## src/rtl/ex_stage_if.sv

```systemverilog
// Decode <-> execute bundle interface: the ID->EX bundle, pipeline control,
// the registered EX/MEM bundle and the operand-forwarding return path.
interface ex_stage_if #(
  parameter int DW  = 16,
  parameter int RW  = 3,
  parameter int EXW = 40,
  parameter int IDW = 57
);
  logic [IDW-1:0] id_bundle;
  logic           ex_flush;
  logic           mem_stall;
  logic [RW-1:0]  decoding_op_src1;
  logic [RW-1:0]  decoding_op_src2;
  logic [EXW-1:0] ex_mem_bundle;
  logic [DW-1:0]  fw_data1;
  logic [DW-1:0]  fw_data2;
  logic           forward_valid1;
  logic           forward_valid2;

  modport master (
    output id_bundle, ex_flush, mem_stall, decoding_op_src1, decoding_op_src2,
    input  ex_mem_bundle, fw_data1, fw_data2, forward_valid1, forward_valid2
  );

  modport slave (
    input  id_bundle, ex_flush, mem_stall, decoding_op_src1, decoding_op_src2,
    output ex_mem_bundle, fw_data1, fw_data2, forward_valid1, forward_valid2
  );
endinterface

```

## src/rtl/ex_stage.sv

```systemverilog
// Execute stage: ID/EX latch, 16-bit ALU / address adder, registered EX/MEM bundle.
// EX_FWD_EN adds the combinational operand-forwarding path back to decode.
module ex_stage #(
  parameter int DW  = 16,
  parameter int RW  = 3,
  parameter int EXW = 40
) (
  input  logic     clk,
  input  logic     rst,
  ex_stage_if.slave bus
);
  localparam int SHW = $clog2(DW);
  localparam int NSRC = 2;

  typedef struct packed {
    logic [2:0]    aluop;
    logic [DW-1:0] op_a;
    logic [DW-1:0] op_b;
    logic          store;
    logic [DW-1:0] st_data;
    logic          wb_en;
    logic [RW-1:0] wb_reg;
    logic          wb_from_alu;
  } id_t;

  typedef struct packed {
    logic [DW-1:0] result;
    logic [DW-1:0] st_data;
    logic          mem_write;
    logic          mem_read;
    logic          wb_en;
    logic [RW-1:0] wb_reg;
    logic          wb_from_alu;
    logic          valid;
  } ex_t;

  id_t           idex_q;
  ex_t           ex_d, exmem_q;
  logic [DW-1:0] alu_res;

  // Flush beats stall so a killed instruction can never be replayed.
  always_ff @(posedge clk or posedge rst) begin
    if (rst)                idex_q <= '0;
    else if (bus.ex_flush)  idex_q <= '0;
    else if (!bus.mem_stall) idex_q <= id_t'(bus.id_bundle);
  end

  always_comb begin
    alu_res = '0;
    unique case (idex_q.aluop)
      3'b000: alu_res = idex_q.op_a + idex_q.op_b;
      3'b001: alu_res = idex_q.op_a - idex_q.op_b;
      3'b010: alu_res = idex_q.op_a & idex_q.op_b;
      3'b011: alu_res = idex_q.op_a | idex_q.op_b;
      3'b100: alu_res = idex_q.op_a ^ idex_q.op_b;
      3'b101: alu_res = idex_q.op_a << idex_q.op_b[SHW-1:0];
      3'b110: alu_res = idex_q.op_a >> idex_q.op_b[SHW-1:0];
      3'b111: alu_res = {{(DW-1){1'b0}}, ($signed(idex_q.op_a) < $signed(idex_q.op_b))};
      default: alu_res = '0;
    endcase
  end

  always_comb begin
    ex_d             = '0;
    ex_d.result      = alu_res;
    ex_d.st_data     = idex_q.st_data;
    ex_d.mem_write   = idex_q.store;
    ex_d.mem_read    = idex_q.wb_en & ~idex_q.wb_from_alu;
    ex_d.wb_en       = idex_q.wb_en;
    ex_d.wb_reg      = idex_q.wb_reg;
    ex_d.wb_from_alu = idex_q.wb_from_alu;
    ex_d.valid       = |idex_q;
  end

  always_ff @(posedge clk or posedge rst) begin
    if (rst)                 exmem_q <= '0;
    else if (!bus.mem_stall) exmem_q <= ex_d;
  end

  assign bus.ex_mem_bundle = EXW'(exmem_q);

  logic [NSRC-1:0][RW-1:0] src;
  logic [NSRC-1:0][DW-1:0] fwd_data;
  logic [NSRC-1:0]         fwd_vld;

  assign src[0] = bus.decoding_op_src1;
  assign src[1] = bus.decoding_op_src2;

`ifdef EX_FWD_EN
  // Only ALU writers forward; loads resolve through decode's load-use stall.
  for (genvar s = 0; s < NSRC; s++) begin : g_fwd
    logic hit_ex, hit_mem;
    assign hit_ex  = idex_q.wb_en & idex_q.wb_from_alu & (idex_q.wb_reg == src[s]);
    assign hit_mem = exmem_q.wb_en & exmem_q.wb_from_alu & (exmem_q.wb_reg == src[s]);
    assign fwd_vld[s]  = (|src[s]) & (hit_ex | hit_mem);
    assign fwd_data[s] = !fwd_vld[s] ? '0 : hit_ex ? alu_res : exmem_q.result;
  end
`else
  logic unused_src;
  assign unused_src = ^src;
  assign fwd_vld    = '0;
  assign fwd_data   = '0;
`endif

  assign bus.forward_valid1 = fwd_vld[0];
  assign bus.forward_valid2 = fwd_vld[1];
  assign bus.fw_data1       = fwd_data[0];
  assign bus.fw_data2       = fwd_data[1];
endmodule
```

## src/flat_wrapper.sv

```systemverilog
// flat-port wrapper written by rule: the top's interface ports become plain ports
module ex_stage_flat 
#(
  parameter int DW  = 16,
  parameter int RW  = 3,
  parameter int EXW = 40
)
  (clk, rst, bus_id_bundle, bus_ex_flush, bus_mem_stall, bus_decoding_op_src1, bus_decoding_op_src2, bus_ex_mem_bundle, bus_fw_data1, bus_fw_data2, bus_forward_valid1, bus_forward_valid2);
  ex_stage_if #(.DW(DW), .RW(RW), .EXW(EXW)) bus_i ();
  input  logic clk;
  input  logic rst;
  input wire logic [$bits(bus_i.id_bundle)-1:0] bus_id_bundle;
  input wire logic [$bits(bus_i.ex_flush)-1:0] bus_ex_flush;
  input wire logic [$bits(bus_i.mem_stall)-1:0] bus_mem_stall;
  input wire logic [$bits(bus_i.decoding_op_src1)-1:0] bus_decoding_op_src1;
  input wire logic [$bits(bus_i.decoding_op_src2)-1:0] bus_decoding_op_src2;
  output wire logic [$bits(bus_i.ex_mem_bundle)-1:0] bus_ex_mem_bundle;
  output wire logic [$bits(bus_i.fw_data1)-1:0] bus_fw_data1;
  output wire logic [$bits(bus_i.fw_data2)-1:0] bus_fw_data2;
  output wire logic [$bits(bus_i.forward_valid1)-1:0] bus_forward_valid1;
  output wire logic [$bits(bus_i.forward_valid2)-1:0] bus_forward_valid2;
  assign bus_i.id_bundle = bus_id_bundle;
  assign bus_i.ex_flush = bus_ex_flush;
  assign bus_i.mem_stall = bus_mem_stall;
  assign bus_i.decoding_op_src1 = bus_decoding_op_src1;
  assign bus_i.decoding_op_src2 = bus_decoding_op_src2;
  assign bus_ex_mem_bundle = bus_i.ex_mem_bundle;
  assign bus_fw_data1 = bus_i.fw_data1;
  assign bus_fw_data2 = bus_i.fw_data2;
  assign bus_forward_valid1 = bus_i.forward_valid1;
  assign bus_forward_valid2 = bus_i.forward_valid2;
  ex_stage #(.DW(DW), .RW(RW), .EXW(EXW)) u_core (.clk(clk), .rst(rst), .bus(bus_i));
endmodule
```

## config.mk

```make
export PLATFORM = sky130hd
export DESIGN_NAME = ex_stage_flat
export DESIGN_NICKNAME = d
export VERILOG_FILES = /design/src/rtl/ex_stage_if.sv /design/src/rtl/ex_stage.sv /design/src/flat_wrapper.sv
export SDC_FILE = /design/constraint.sdc
export NUM_CORES = 1
export LEC_CHECK = 0
export ABC_AREA = 1
export CAP_MARGIN = 20
export CELL_PAD_IN_SITES_DETAIL_PLACEMENT = 0
export CELL_PAD_IN_SITES_GLOBAL_PLACEMENT = 1
export CORE_ASPECT_RATIO = 1.1
export CORE_MARGIN = 10
export CORE_UTILIZATION = 34
export CTS_CLUSTER_DIAMETER = 200
export DETAILED_ROUTE_END_ITERATION = 6
export GPL_ROUTABILITY_DRIVEN = 0
export PLACE_DENSITY_LB_ADDON = 0.1
export SETUP_SLACK_MARGIN = 0.5
export SLEW_MARGIN = 25
export SYNTH_ARGS = -nofsm -noshare
export SYNTH_HDL_FRONTEND = slang
export SYNTH_SLANG_ARGS = --single-unit
```

## constraint.sdc

```tcl
create_clock -name clk -period 3.3 [get_ports clk]
set_clock_uncertainty 0.15 [all_clocks]
set_input_delay 0.495 -clock clk [delete_from_list [all_inputs] [get_ports clk]]
set_output_delay 0.495 -clock clk [all_outputs]
set_load 0.01 [all_outputs]
```

======== Yosys cells after proc, flatten, opt, wreduce, memory -nomap -nowiden ========
Index checks and enable logic that the tools add are counted.
word-level totals
  register bits ........................... 97
  output and inout bits ................... 74
  word-level logic and storage cells ...... 39
operators by class
  mux-type cells .......................... 3
  order comparisons ....................... 1
  add/subtract/negate cells ............... 2
  bitwise gates (word level) .............. 5
  eq/ne operators ......................... 8
  reduce and logical (&&, ||, !) cells .... 2
  shift operators ......................... 2
operators by type and width
  operator                                                                number
  16-bit case mux with 8 select lines                                     1
  57-bit two-way mux                                                      2
  57-bit OR reduction                                                     1
  16-bit adder                                                            1
  16-bit AND                                                              1
  16-bit less-than comparator                                             1
  16-bit bitwise OR                                                       1
  16-bit by 4-bit left shift with 16-bit output                           1
  16-bit by 4-bit >> shifter with 16-bit output                           1
  16-bit subtractor                                                       1
  16-bit XOR                                                              1
  3-bit equality test (second input constant)                             4
  3-bit by 2-bit equality test with 1-bit output (second input constant)  2
  3-bit by 1-bit equality test with 1-bit output (second input constant)  1
  3-bit zero test                                                         1
  2-bit != test (second input constant)                                   1
  1-bit AND                                                               1
  1-bit NOT                                                               1

======== Depth between registers and ports, before layout ========
  depth after elaboration ................. 2
  depth in mapped cells ................... 17
  gate-level depth less buffers ........... 15

======== Least setup slack after synthesis ========
Ideal clock, no wire load.
  path type ............................... reg-to-reg
  start point ............................. register u_core.idex_q[24] (netlist name)
  end point ............................... register u_core.exmem_q, in the netlist u_core.bus.ex_mem_bundle[24]
  path buffers ............................ 3
  arrival time ............................ 2.151 ns
  setup slack ............................. 0.883 ns
  period minus slack after synthesis ...... 2.417 ns
  stages on the path, launching flop included .. 18
  required time ........................... 3.034 ns
  cells stage by stage .................... dfrtp_1 buf_2 inv_2 buf_1 ha_1 buf_4 nor2_1 nand2_1 nand3_1 nand3_1 nand2_1 nand2_1 nand2_1 nand2_1 nand3_1 nand2_1 nand2_1 nand2_1
between the ends
  word-level cells in the longest chain between the ends .. 2
  elaborated cells between the ends (all ways) .. 4
  those cells by class .................... order compare: 1; shift: 2; mux: 1
ends and longest elaborated chain
  what                                                       line            text
  start, declared                                            ex_stage.sv:37  id_t idex_q;
  start signal, assigned                                     ex_stage.sv:45  else if (!bus.mem_stall) idex_q <= id_t'(bus.id_bundle);
  16-bit less-than comparator, or another cell as far along  ex_stage.sv:58  3'b111: alu_res = {{(DW-1){1'b0}}, ($signed(idex_q.op_a) < $signed(idex_q.op_b))};
  16-bit case mux with 8 select lines *                      ex_stage.sv:50  unique case (idex_q.aluop)
  end signal, assigned                                       ex_stage.sv:76  if (rst) exmem_q <= '0;
  end signal, assigned                                       ex_stage.sv:77  else if (!bus.mem_stall) exmem_q <= ex_d;
  end, declared                                              ex_stage.sv:38  ex_t ex_d, exmem_q;
Mark *: on every way between the ends. The rest lies on a longest branch, timed or not.
A chain may end at the register's enable or synchronous reset.

======== Worst setup path after layout ========
  start point ............................. register u_core.idex_q[48] (netlist name)
  end point ............................... register u_core.exmem_q, in the netlist u_core.bus.ex_mem_bundle[34]
between the ends
  word-level cells in the longest chain between the ends .. 2
  elaborated cells between the ends (all ways) .. 8
  those cells by class .................... add/sub: 2; shift: 2; mux: 1; bitwise: 3
ends and longest elaborated chain
  what                                             line            text
  16-bit subtractor, or another cell as far along  ex_stage.sv:52  3'b001: alu_res = idex_q.op_a - idex_q.op_b;
  16-bit case mux with 8 select lines *            ex_stage.sv:50
Marked as above.

==> report_table.html <==
<table>
<tr><th>Metric</th><th>Value</th></tr>
<tr><th colspan="2">Synth</th></tr>
<tr><td>Mean area per synthesized cell</td><td>6.51 µm²</td></tr>
<tr><td>Seq cells post-synth</td><td>97</td></tr>
<tr><td>Post-Synthesis Cell Area</td><td>7970 µm²</td></tr>
<tr><td>Synth top cells by count</td><td>338 x nand2_1, 180 x nand3_1, 138 x inv_1</td></tr>
<tr><td>Count of mapped cells out of synthesis</td><td>1225</td></tr>
<tr><td>Cell type with the largest total area after synthesis</td><td>dfrtp_1</td></tr>
<tr><td>Post-synthesis async set-or-reset flop share</td><td>1.00</td></tr>
<tr><td>Number of synthesized flops with an enable pin</td><td>0</td></tr>
<tr><td>Seq/Total Area, Yosys</td><td>0.304</td></tr>
<tr><td>Post-synth top flop</td><td>dfrtp_1</td></tr>
<tr><td>Ranking of synthesized cells by area</td><td>dfrtp_1 30%, nand2_1 16%, nand3_1 11%</td></tr>
<tr><td>Distinct cell type count of the synthesized netlist</td><td>39</td></tr>
<tr><td>Count of synthesis-stage warnings from yosys</td><td>0</td></tr>
<tr><td>Area share of the leading cell type in the synthesized netlist</td><td>0.304</td></tr>
<tr><td>Dominant cell by count in the synthesized netlist</td><td>nand2_1</td></tr>
<tr><th colspan="2">Die</th></tr>
<tr><td>Count of pins on the block boundary</td><td>141</td></tr>
<tr><td>Vert. Die Dim</td><td>181 µm</td></tr>
<tr><td>Std-Cell Rows</td><td>58</td></tr>
<tr><td>Area of the die</td><td>30000 µm²</td></tr>
<tr><td>Die width</td><td>166 µm</td></tr>
<tr><td>Initial standard-cell utilization of the core</td><td>0.347</td></tr>
<tr><td>Std-Cell Core Area</td><td>23000 µm²</td></tr>
<tr><th colspan="2">Detailed routing</th></tr>
<tr><td>First-pass DRT Iterations</td><td>5</td></tr>
<tr><td>Number of nets with antenna violations after routing</td><td>0</td></tr>
<tr><td>Met3 routed wirelength</td><td>2360 µm</td></tr>
<tr><td>Mean number of vias per cell</td><td>5.08</td></tr>
<tr><td>Wl on met1</td><td>13800 µm</td></tr>
<tr><td>Iteration-0 DRC Markers</td><td>555</td></tr>
<tr><td>Uppermost layer routed</td><td>met4</td></tr>
<tr><td>Total length of routed met2 wires</td><td>14200 µm</td></tr>
<tr><td>Routed length per placed instance</td><td>19.2 µm</td></tr>
<tr><td>Routed Wire Length</td><td>30900 µm</td></tr>
<tr><td>DR vias</td><td>8157</td></tr>
<tr><td>Remaining routing DRC violations</td><td>0</td></tr>
<tr><th colspan="2">Finish</th></tr>
<tr><td>Fraction of final layout cells sized beyond drive strength 1</td><td>0.0467</td></tr>
<tr><td>Util after Layout</td><td>0.410</td></tr>
<tr><td>Fillers</td><td>2520</td></tr>
<tr><td>Register cell area after layout</td><td>2430 µm²</td></tr>
<tr><td>Signed area change from the synthesized netlist to the final layout</td><td>18.4%</td></tr>
<tr><td>Non-filler cells in the finished layout</td><td>1606</td></tr>
<tr><td>NumNets Final</td><td>1419</td></tr>
<tr><td>Final design area excluding fillers</td><td>9440 µm²</td></tr>
<tr><td>Area taken by multi-input logic gates</td><td>4610 µm²</td></tr>
<tr><td>Diodes inserted</td><td>0</td></tr>
<tr><th colspan="2">STA</th></tr>
<tr><td>Final hold violation count</td><td>0</td></tr>
<tr><td>Setup-violating endpoint count in the final report</td><td>0</td></tr>
<tr><td>Final worst path period need</td><td>2630 ps</td></tr>
<tr><td>RSZ-0062 raised after global routing</td><td>false</td></tr>
<tr><td>Actual slew at the worst max-slew pin</td><td>676 ps</td></tr>
<tr><td>Final clock period utilization by the worst path</td><td>0.797</td></tr>
<tr><td>Setup TNS</td><td>0 ps</td></tr>
<tr><td>Max transition margin</td><td>0.547</td></tr>
<tr><td>Smallest hold slack</td><td>330 ps</td></tr>
<tr><td>Achievable frequency</td><td>0.380 GHz</td></tr>
<tr><td>Number of slew-limit violations in the final report</td><td>0</td></tr>
<tr><th colspan="2">Status</th></tr>
<tr><td>Result of the run</td><td>completed</td></tr>
<tr><th colspan="2">Clocking</th></tr>
<tr><td>H-Tree Depth</td><td>3</td></tr>
<tr><td>CTS sink count</td><td>97</td></tr>
<tr><td>Root buffer selected by CTS</td><td>clkbuf_16</td></tr>
<tr><td>Clock-pin slew on the worst setup and hold paths</td><td>90 ps</td></tr>
<tr><td>CTS tree</td><td>yes</td></tr>
<tr><td>CTS Buf Count</td><td>9</td></tr>
<tr><td>Maximum buffer depth of the clock tree</td><td>2</td></tr>
<tr><td>Clock network latency to the later pin of the worst-skew pair</td><td>370 ps</td></tr>
<tr><td>Number of hold buffers added after CTS</td><td>0</td></tr>
<tr><th colspan="2">Place</th></tr>
<tr><td>Number of placed instances, taps included</td><td>1590</td></tr>
<tr><td>Port bufs</td><td>100</td></tr>
<tr><td>Detail Placement HPWL</td><td>24100 µm</td></tr>
<tr><td>Placed Area</td><td>9120 µm²</td></tr>
<tr><th colspan="2">Critical path</th></tr>
<tr><td>Most common cell on crit path</td><td>nor2_1</td></tr>
<tr><td>Worst path max stage delay</td><td>580 ps</td></tr>
<tr><td>Slowest stage cell, crit path</td><td>dfrtp_1</td></tr>
<tr><td>Setup slack on the worst flop-to-flop path</td><td>670 ps</td></tr>
<tr><td>Worst Path Max Fanout</td><td>9</td></tr>
<tr><td>Kind of critical path</td><td>reg2reg</td></tr>
<tr><td>Critical Path End Type</td><td>register</td></tr>
<tr><td>Startpoint type of the worst setup path</td><td>register</td></tr>
<tr><td>Buffers and inverters on the worst path</td><td>1</td></tr>
<tr><td>Crit path required time</td><td>3400 ps</td></tr>
<tr><td>Data arrival time of the critical path</td><td>2730 ps</td></tr>
<tr><td>Kind of cell with the highest combined delay on the critical path</td><td>simple AND/OR/NAND/NOR gates</td></tr>
<tr><td>Cells along the critical path</td><td>inv_1, ha_1, nand2_1, o211ai_1, nor2_1, nand2_1, nor2_1, nand2_1, nor2_1, nor2_1</td></tr>
<tr><th colspan="2">Power</th></tr>
<tr><td>Pwr per Cell Area</td><td>384 nW/µm²</td></tr>
<tr><td>Max IR drop VDD</td><td>0.256 mV</td></tr>
<tr><td>Share of total power in combinational logic</td><td>0.310</td></tr>
<tr><td>Cell-internal power</td><td>2.24 mW</td></tr>
<tr><td>Sequential share of power</td><td>0.378</td></tr>
<tr><td>Part of the power in the clock network</td><td>0.313</td></tr>
<tr><td>Lkg Pwr</td><td>4.60 nW</td></tr>
<tr><td>NetSw</td><td>1.38 mW</td></tr>
<tr><td>Sw Ratio</td><td>0.382</td></tr>
<tr><th colspan="2">Global route</th></tr>
<tr><td>Largest net degree at the start of global routing</td><td>73</td></tr>
<tr><td>Global-route wire length before repair</td><td>48300 µm</td></tr>
<tr><td>Aggregate global routing overflow</td><td>0</td></tr>
<tr><td>Initial antenna violation count</td><td>0</td></tr>
<tr><td>Via count of the first global-routing pass</td><td>8174</td></tr>
<tr><td>Overall track demand over capacity in global routing</td><td>0.201</td></tr>
<tr><th colspan="2">Flow run</th></tr>
<tr><td>Max Cap Violations</td><td>0</td></tr>
<tr><th colspan="2">Worst hold path</th></tr>
<tr><td>Worst hold path type</td><td>reg2reg</td></tr>
</table>
worst paths after layout:
check / start / end / depth (start not counted)
setup reg to reg: u_core.idex_q[48] / u_core.bus.ex_mem_bundle[34] / 10
hold reg to reg: u_core.bus.ex_mem_bundle[31] / u_core.bus.ex_mem_bundle[31] / 2
max in group asynchronous: rst / u_core.idex_q[47] / 3
setup / recovery: u_core.idex_q[48] / u_core.bus.ex_mem_bundle[34] / 10
min in group asynchronous: rst / u_core.bus.ex_mem_bundle[17] / 2
hold / removal: u_core.bus.ex_mem_bundle[31] / u_core.bus.ex_mem_bundle[31] / 2
routing by layer:
layer,global-route usage,up-vias
met5,0,-
met4,0.0447,0
met3,0.0524,23
met2,0.325,269
met1,0.263,3812
li1,-,4053
flip-flops by register name, summed over array words and instances (netlist names):
register and flops:
u_core.bus.ex_mem_bundle 40, u_core.idex_q 35, u_core.ex_d 22
metrics by stage:
step                total power, mW  setup WS [ps]
CTS                            3.65            573
finish                         3.63            670
detailed placement             2.51            498
floorplan                      2.07            883
global placement               2.51            515
global route                   3.85            504
power by group through the flow:
stage          Clock, mW  Combinational, mW  Sequential, mW
6_report            1.13               1.12            1.37
5_1_grt             1.20               1.27            1.38
3_5_place_dp           0               1.12            1.39
2_1_floorplan          0              0.679            1.39
4_1_cts             1.16               1.12            1.37
3_3_place_gp           0               1.12            1.39
layout make-up:
| type | instances | share of cell area |
|---|---|---|
| multi-input cells | 927 | 0.489 |
| repair buffers | 119 | 0.122 |
| well taps | 300 | 0.0398 |
| clock inverters | 7 | 0.00901 |
| inverters | 147 | 0.0589 |
| clock buffers | 9 | 0.0239 |
| flip-flops and latches | 97 | 0.258 |
worst reg2reg max path, stage by stage (launching register included):
cell and delay [ps]:
dfrtp_1 580, inv_1 110, ha_1 450, nand2_1 130
o211ai_1 200, nor2_1 180, nand2_1 60, nor2_1 290
nand2_1 90, nor2_1 210, nor2_1 60
what timing repair did:
item / CTS / global route
gates resized for setup: 1 / 5
cloned: 0 / 0
setup endpoints to repair: 1 / 11
buffers inserted: 0 / 0
kinds of logic after synthesis:
| family | Yosys count | share of synthesized area |
|---|---|---|
| AOI/OAI and AO/OA | 175 | 0.117 |
| xor gates and xnor gates | 7 | 0.00769 |
| adders and majority gates | 51 | 0.0819 |
| buffers and inverters | 234 | 0.133 |
| DFF | 97 | 0.304 |
| muxes | 1 | 0.00126 |
| other | 1 | 0.000470 |
| and+or+nand+nor | 659 | 0.354 |
layout by cell type, fill, tap and decap left out, drive strengths merged:
cell type	instances
inv	148
nand4	15
and3	1
o2111ai	2
clkinvlp	2
dfrtp	97
o21ai	108
nor2	92
a31oi	1
a22o	1
or2	2
nand3	182
nor4	8
a21oi	45
nor3	15
clkdlybuf4s50	99
a21boi	1
o211ai	8
conb	34
nand2	338
mux2i	1
clkbuf	9
o21bai	3
o221ai	1
clkinv	4
xor2	7
o21a	2
o22ai	3
and2	6
fa	2
buf	20
ha	49
No activity file was read; power rests on OpenSTA's default activity.
